[src/rtl/tone_pkg.sv]
// Shared types and defaults for the tone NCO and its beep cadence gate.
package tone_pkg;

  localparam int unsigned ACC_WIDTH_DEFAULT = 32;

  typedef enum logic {BEEP_ON, BEEP_OFF} beep_state_t;

  typedef logic [31:0] step_t;

endpackage

[src/rtl/tone_nco_beep_gate.sv]
// Beep cadence: ON for ON_CYCLES running cycles, OFF for OFF_CYCLES, repeating.
// Only built into tone_nco when TONE_BEEP_EN is defined.
module beep_gate
  import tone_pkg::*;
#(
  parameter int unsigned ON_CYCLES  = 5_000_000,
  parameter int unsigned OFF_CYCLES = 5_000_000
) (
  input  logic clk,
  input  logic reset,
  input  logic run,
  input  logic clr,
  output logic gate
);

  localparam int unsigned MAX_CYCLES = (ON_CYCLES > OFF_CYCLES) ? ON_CYCLES : OFF_CYCLES;
  localparam int unsigned CW         = (MAX_CYCLES > 1) ? $clog2(MAX_CYCLES) : 1;
  localparam logic [CW-1:0] ON_LAST  = CW'(ON_CYCLES - 1);
  localparam logic [CW-1:0] OFF_LAST = CW'(OFF_CYCLES - 1);

  beep_state_t   state_q, state_d;
  logic [CW-1:0] cnt_q, cnt_d;

  always_ff @(posedge clk or posedge reset) begin
    if (reset) begin
      state_q <= BEEP_ON;
      cnt_q   <= '0;
    end else begin
      state_q <= state_d;
      cnt_q   <= cnt_d;
    end
  end

  always_comb begin
    state_d = state_q;
    cnt_d   = cnt_q;
    if (clr) begin
      state_d = BEEP_ON;
      cnt_d   = '0;
    end else if (run) begin
      case (state_q)
        BEEP_ON: begin
          if (cnt_q == ON_LAST) begin
            state_d = BEEP_OFF;
            cnt_d   = '0;
          end else begin
            cnt_d = cnt_q + CW'(1);
          end
        end
        BEEP_OFF: begin
          if (cnt_q == OFF_LAST) begin
            state_d = BEEP_ON;
            cnt_d   = '0;
          end else begin
            cnt_d = cnt_q + CW'(1);
          end
        end
        default: begin
          state_d = BEEP_ON;
          cnt_d   = '0;
        end
      endcase
    end
  end

  assign gate = (state_q == BEEP_ON);

endmodule

[src/rtl/tone_nco.sv]
// Phase-accumulator square-wave tone generator; step changes land only at a wrap.
// Optional beep cadence gating is compiled in with TONE_BEEP_EN.
module tone_nco
  import tone_pkg::*;
#(
  parameter int unsigned ACC_WIDTH       = ACC_WIDTH_DEFAULT,
  parameter int unsigned BEEP_ON_CYCLES  = 5_000_000,
  parameter int unsigned BEEP_OFF_CYCLES = 5_000_000
) (
  input  logic                 clk,
  input  logic                 reset,
  input  logic                 enable,
  input  logic [ACC_WIDTH-1:0] freq_step,
  output logic                 tone_out,
  output logic                 wrap,
  output logic [ACC_WIDTH-1:0] phase
);

  logic [ACC_WIDTH-1:0] acc_q, acc_d;
  logic [ACC_WIDTH-1:0] step_q, step_d;
  logic                 wrap_q, wrap_d;
  logic                 tone_q, tone_d;
  logic [ACC_WIDTH:0]   sum_w;
  logic                 carry_w;
  logic                 step_zero_w;
  logic                 gate_w;

  if (BEEP_ON_CYCLES == 0 || BEEP_OFF_CYCLES == 0) begin : g_bad_cadence
    $error("tone_nco: beep cadence lengths must be nonzero");
  end

`ifdef TONE_BEEP_EN
  beep_gate #(
    .ON_CYCLES  (BEEP_ON_CYCLES),
    .OFF_CYCLES (BEEP_OFF_CYCLES)
  ) u_beep_gate (
    .clk   (clk),
    .reset (reset),
    .run   (enable & ~step_zero_w),
    .clr   (~enable),
    .gate  (gate_w)
  );
`else
  assign gate_w = 1'b1;
`endif

  assign sum_w       = {1'b0, acc_q} + {1'b0, step_q};
  assign carry_w     = sum_w[ACC_WIDTH];
  assign step_zero_w = (step_q == '0);

  always_ff @(posedge clk or posedge reset) begin
    if (reset) begin
      acc_q  <= '0;
      step_q <= '0;
      wrap_q <= 1'b0;
      tone_q <= 1'b0;
    end else begin
      acc_q  <= acc_d;
      step_q <= step_d;
      wrap_q <= wrap_d;
      tone_q <= tone_d;
    end
  end

  // The add always uses the old step; a reload on carry only affects the next period.
  always_comb begin
    acc_d  = '0;
    step_d = '0;
    wrap_d = 1'b0;
    tone_d = 1'b0;
    if (enable) begin
      acc_d  = sum_w[ACC_WIDTH-1:0];
      wrap_d = carry_w;
      tone_d = sum_w[ACC_WIDTH-1] & gate_w;
      step_d = (carry_w || step_zero_w) ? freq_step : step_q;
    end
  end

  assign phase    = acc_q;
  assign wrap     = wrap_q;
  assign tone_out = tone_q;

endmodule

[config.mk]
export PLATFORM = sky130hd
export DESIGN_NAME = tone_nco
export DESIGN_NICKNAME = d
export VERILOG_FILES = /design/src/rtl/tone_pkg.sv /design/src/rtl/tone_nco_beep_gate.sv /design/src/rtl/tone_nco.sv
export SDC_FILE = /design/constraint.sdc
export NUM_CORES = 1
export LEC_CHECK = 0
export ABC_AREA = 1
export BUFFER_PORTS_ARGS = -buffer_cell sky130_fd_sc_hd__buf_2
export CORE_AREA = 4 4 103 105
export DETAILED_ROUTE_END_ITERATION = 10
export DIE_AREA = 0 0 107 109
export PLACE_DENSITY_LB_ADDON = 0.2
export SYNTH_ARGS = -nofsm -noshare
export SYNTH_HDL_FRONTEND = slang
export SYNTH_SLANG_ARGS = --single-unit
[constraint.sdc]
create_clock -name clk -period 2.35 [get_ports clk]
set_input_delay 0.235 -clock clk [delete_from_list [all_inputs] [get_ports clk]]
set_output_delay 0.235 -clock clk [all_outputs]
set_load 0.1 [all_outputs]
==> results.py <==
metrics = {
    "outcome": {
        "status": "complete, no violations",
    },
    "setup_path": {
        "worstPathCellList": "ha_4 -> nand2_1 -> nor2_2 -> nand2_2 -> nor4_4 -> nand2_8 -> buf_8 -> nand4_1 -> nand2_1",
        "ff2ff_setup_slack_ns": 0.11,
        "cp-start-kind": "flip-flop",
        "cp_data_arrival_time_ns": 2.49,
        "worstPathMaxFanout": 21,
        "cp_common_cell": "nand2_1",
        "max_stage_delay_ns": 0.47,
        "crit_required_ns": 2.60,
        "critPathSlowestCell": "dfrtp_2",
        "worstSetupPathType": "reg -> reg",
        "critPathCaptureType": "flip-flop",
    },
    "run": {
        "cap_violations": 0,
    },
    "floorplanning": {
        "core.rowCount": 36,
        "coreArea_sq_mm": 0.00964,
        "die_area_sq_mm": 0.0117,
        "die_y_microns": 109,
        "ioPinCount": 69,
        "die-width_microns": 107,
        "start_util": 0.542,
    },
    "sta": {
        "fmax_ghz": 0.447,
        "finClkSkew_ns": 0.0161,
        "min_period_ns": 2.24,
        "fin_crit_sh": 0.952,
        "fin_ws_ns": 0.112,
        "rsz0062_at_grt": "no",
        "holdWs_ns": 0.159,
        "hold_viol": 0,
        "finalSetupTns_ns": 0,
        "max_slew.worst_pin.slew_ns": 0.702,
        "drv_slew": 0,
        "setup_viol": 0,
        "slew_headroom": 0.531,
    },
    "place": {
        "placed_cells": 1032,
        "gp_congestion": 0.931,
        "io_buffers": 68,
        "dp_hpwl_mm": 10.8,
        "pre_cts_ws_ns": 0.0665,
        "place_area_sq_mm": 0.00571,
    },
    "layout": {
        "nets": 989,
        "num_antenna_cells": 0,
        "design_area_sq_mm": 0.00611,
        "fill_cells": 936,
        "final_cells": 1059,
        "multi_input_area_sq_mm": 0.00296,
        "final_layout_size_suffix_gt1_frac": 0.171,
        "regArea_sq_mm": 0.00165,
        "area_delta_synth_final_pct": 17.1,
    },
    "pwr": {
        "seqPwrFrac": 0.285,
        "max-vdd-ir-drop_uv": 580,
        "pwr-share-clk": 0.207,
        "swShare": 0.513,
        "p_comb_frac": 0.509,
        "leakage_uw": 0.00381,
        "p_per_area_mw_per_mm2": 873,
        "p_int_uw": 2600,
        "power.switching_uw": 2740,
    },
    "detailed_routing": {
        "vias_per_cell": 4.97,
        "routed-via-count": 5259,
        "drt-initial-drc-count": 270,
        "antenna_left": 0,
        "first_pass_iters": 6,
        "wire_per_inst_microns": 13.6,
        "drc": 0,
        "drt-total-wl_mm": 14.4,
    },
    "synth": {
        "async_flop_share": 1.00,
        "synth_seq_cells": 65,
        "syn_area_sq_mm": 0.00522,
        "ys_warn_count": 0,
        "yosys-top-cells-count": "nand2_1, inv_1, nor2_1",
        "synth_fp_nets": 911,
        "ys.flop_type": "dfrtp_1",
        "synth.avg_cell_area_sq_um": 6.20,
        "synth_top_area_share": 0.311,
        "yosys.cell_count.top_type": "nand2_1",
        "yosysSeqAreaShare": 0.311,
        "synth_edf_count": 0,
        "syn_inst": 843,
        "ys_types": 33,
        "synth.area.top_cells": "dfrtp_1, nand2_1, inv_1, ha_1, nor2_1",
        "synth_top_cell_by_area": "dfrtp_1",
    },
    "clocking": {
        "clockBufferDepth": 2,
        "numClockSinks": 65,
        "path_clk_slew_ns": 0.08,
        "htree_levels": 3,
        "cts_root_buf": "clkbuf_8",
        "cts_buffers": 9,
        "cts_tree": "yes",
        "clock_latency_ns": 0.36,
    },
    "global_route": {
        "grt_pass1_vias": 4751,
        "grt-ovfl-total": 0,
        "grt_pass1_wl_mm": 23.1,
        "antenna_found_initial": 0,
        "grt_max_degree": 58,
        "grt_usage": 0.253,
    },
    "min_path": {
        "hold_class": "in -> reg",
    },
}
-- worst paths after layout --
path,from,endpoint,depth (start not counted)
max reg2reg,step_q[21],step_q[15],9
min in group asynchronous,reset,phase[29],3
max in group asynchronous,reset,phase[7],4
max,step_q[21],step_q[15],9
min,freq_step[28],step_q[28],5
min reg2reg,step_q[16],step_q[16],2
-- cells by family (layout without fill, tap and decap cells) --
kind of cell               after synthesis  count (layout)  synth area share
buffers and inverters                  188             268             0.142
xor gates and xnor gates                 5               5           0.00838
adders and majority gates               33              33            0.0805
AOI/OAI and AO/OA                       54              54            0.0553
DFF                                     65              65             0.311
and+or+nand+nor                        498             501             0.402
-- final cells by class --
| type | count | share of cell area |
|---|---|---|
| flip-flops and latches | 65 | 0.270 |
| clock buffers | 11 | 0.0231 |
| multi-input cells | 593 | 0.485 |
| repair buffers | 83 | 0.0778 |
| inverters | 169 | 0.104 |
| well taps | 133 | 0.0272 |
| clock inverters | 5 | 0.0129 |
-- power by group through the flow --
| stage | sequential, uW | combinational (uW) | clock (uW) |
|---|---|---|---|
| CTS | 1500 | 2640 | 1110 |
| global placement | 1510 | 2600 | 0 |
| global route | 1540 | 2960 | 1160 |
| floorplan | 2450 | 1180 | 0 |
| finish | 1520 | 2720 | 1100 |
| detailed placement | 1520 | 2630 | 0 |
-- metrics by stage --
stage / total power, uW / utilization
2_1_floorplan: 3630 / -
3_3_place_gp: 4110 / 0.592
3_5_place_dp: 4150 / 0.592
4_1_cts: 5250 / 0.616
5_1_grt: 5660 / 0.634
6_report: 5340 / 0.634
-- layout by cell type, fill, tap and decap left out, types with 2 or more instances in the layout --
cell type,netlist,routed
a21oi_1,40,40
and2_1,2,2
buf_2,6,68
buf_4,1,12
bufinv_16,0,2
clkbuf_8,0,10
clkinv_2,0,2
dfrtp_1,65,44
dfrtp_2,0,21
ha_1,32,27
ha_4,0,4
inv_1,165,164
inv_2,3,4
nand2_1,327,327
nand2_2,17,17
nand3_1,19,19
nand3_4,1,3
nand4_1,34,34
nor2_1,80,79
nor2_2,3,4
nor3_1,9,9
o21ai_0,9,9
o21bai_1,3,3
xnor2_1,5,5
-- flip-flops by register name, summed over array words and instances, names as in the netlist --
signal and count:
step_q 32, phase 32, wrap 1
-- repair_timing --
item | in CTS | in global routing
hold buffers | 1 | 0
setup endpoints to repair | 0 | 33
resized for setup | 0 | 14
hold endpoints to repair | 27 | 0
buffers inserted | 0 | 7
-- per-layer routing --
| metal | wire [microns] | track usage | part of all wire | up-vias |
|---|---|---|---|---|
| met3 | 874 | 0.0373 | 0.061 | 23 |
| met1 | 6780 | 0.361 | 0.47 | 2338 |
| li1 | - | - | - | 2726 |
| met4 | 326 | 0.0904 | 0.023 | 0 |
| met5 | 0 | 0 | 0 | - |
| met2 | 6410 | 0.395 | 0.45 | 172 |
-- worst max-delay path, delay by kind of cell, from the launching register on --
family / cells / cell delay (ns)
simple gates: 7 / 1.12
flops: 1 / 0.47
fa+ha+maj: 1 / 0.32
buf+inv: 1 / 0.21
Power figures use the tool's default switching activity.
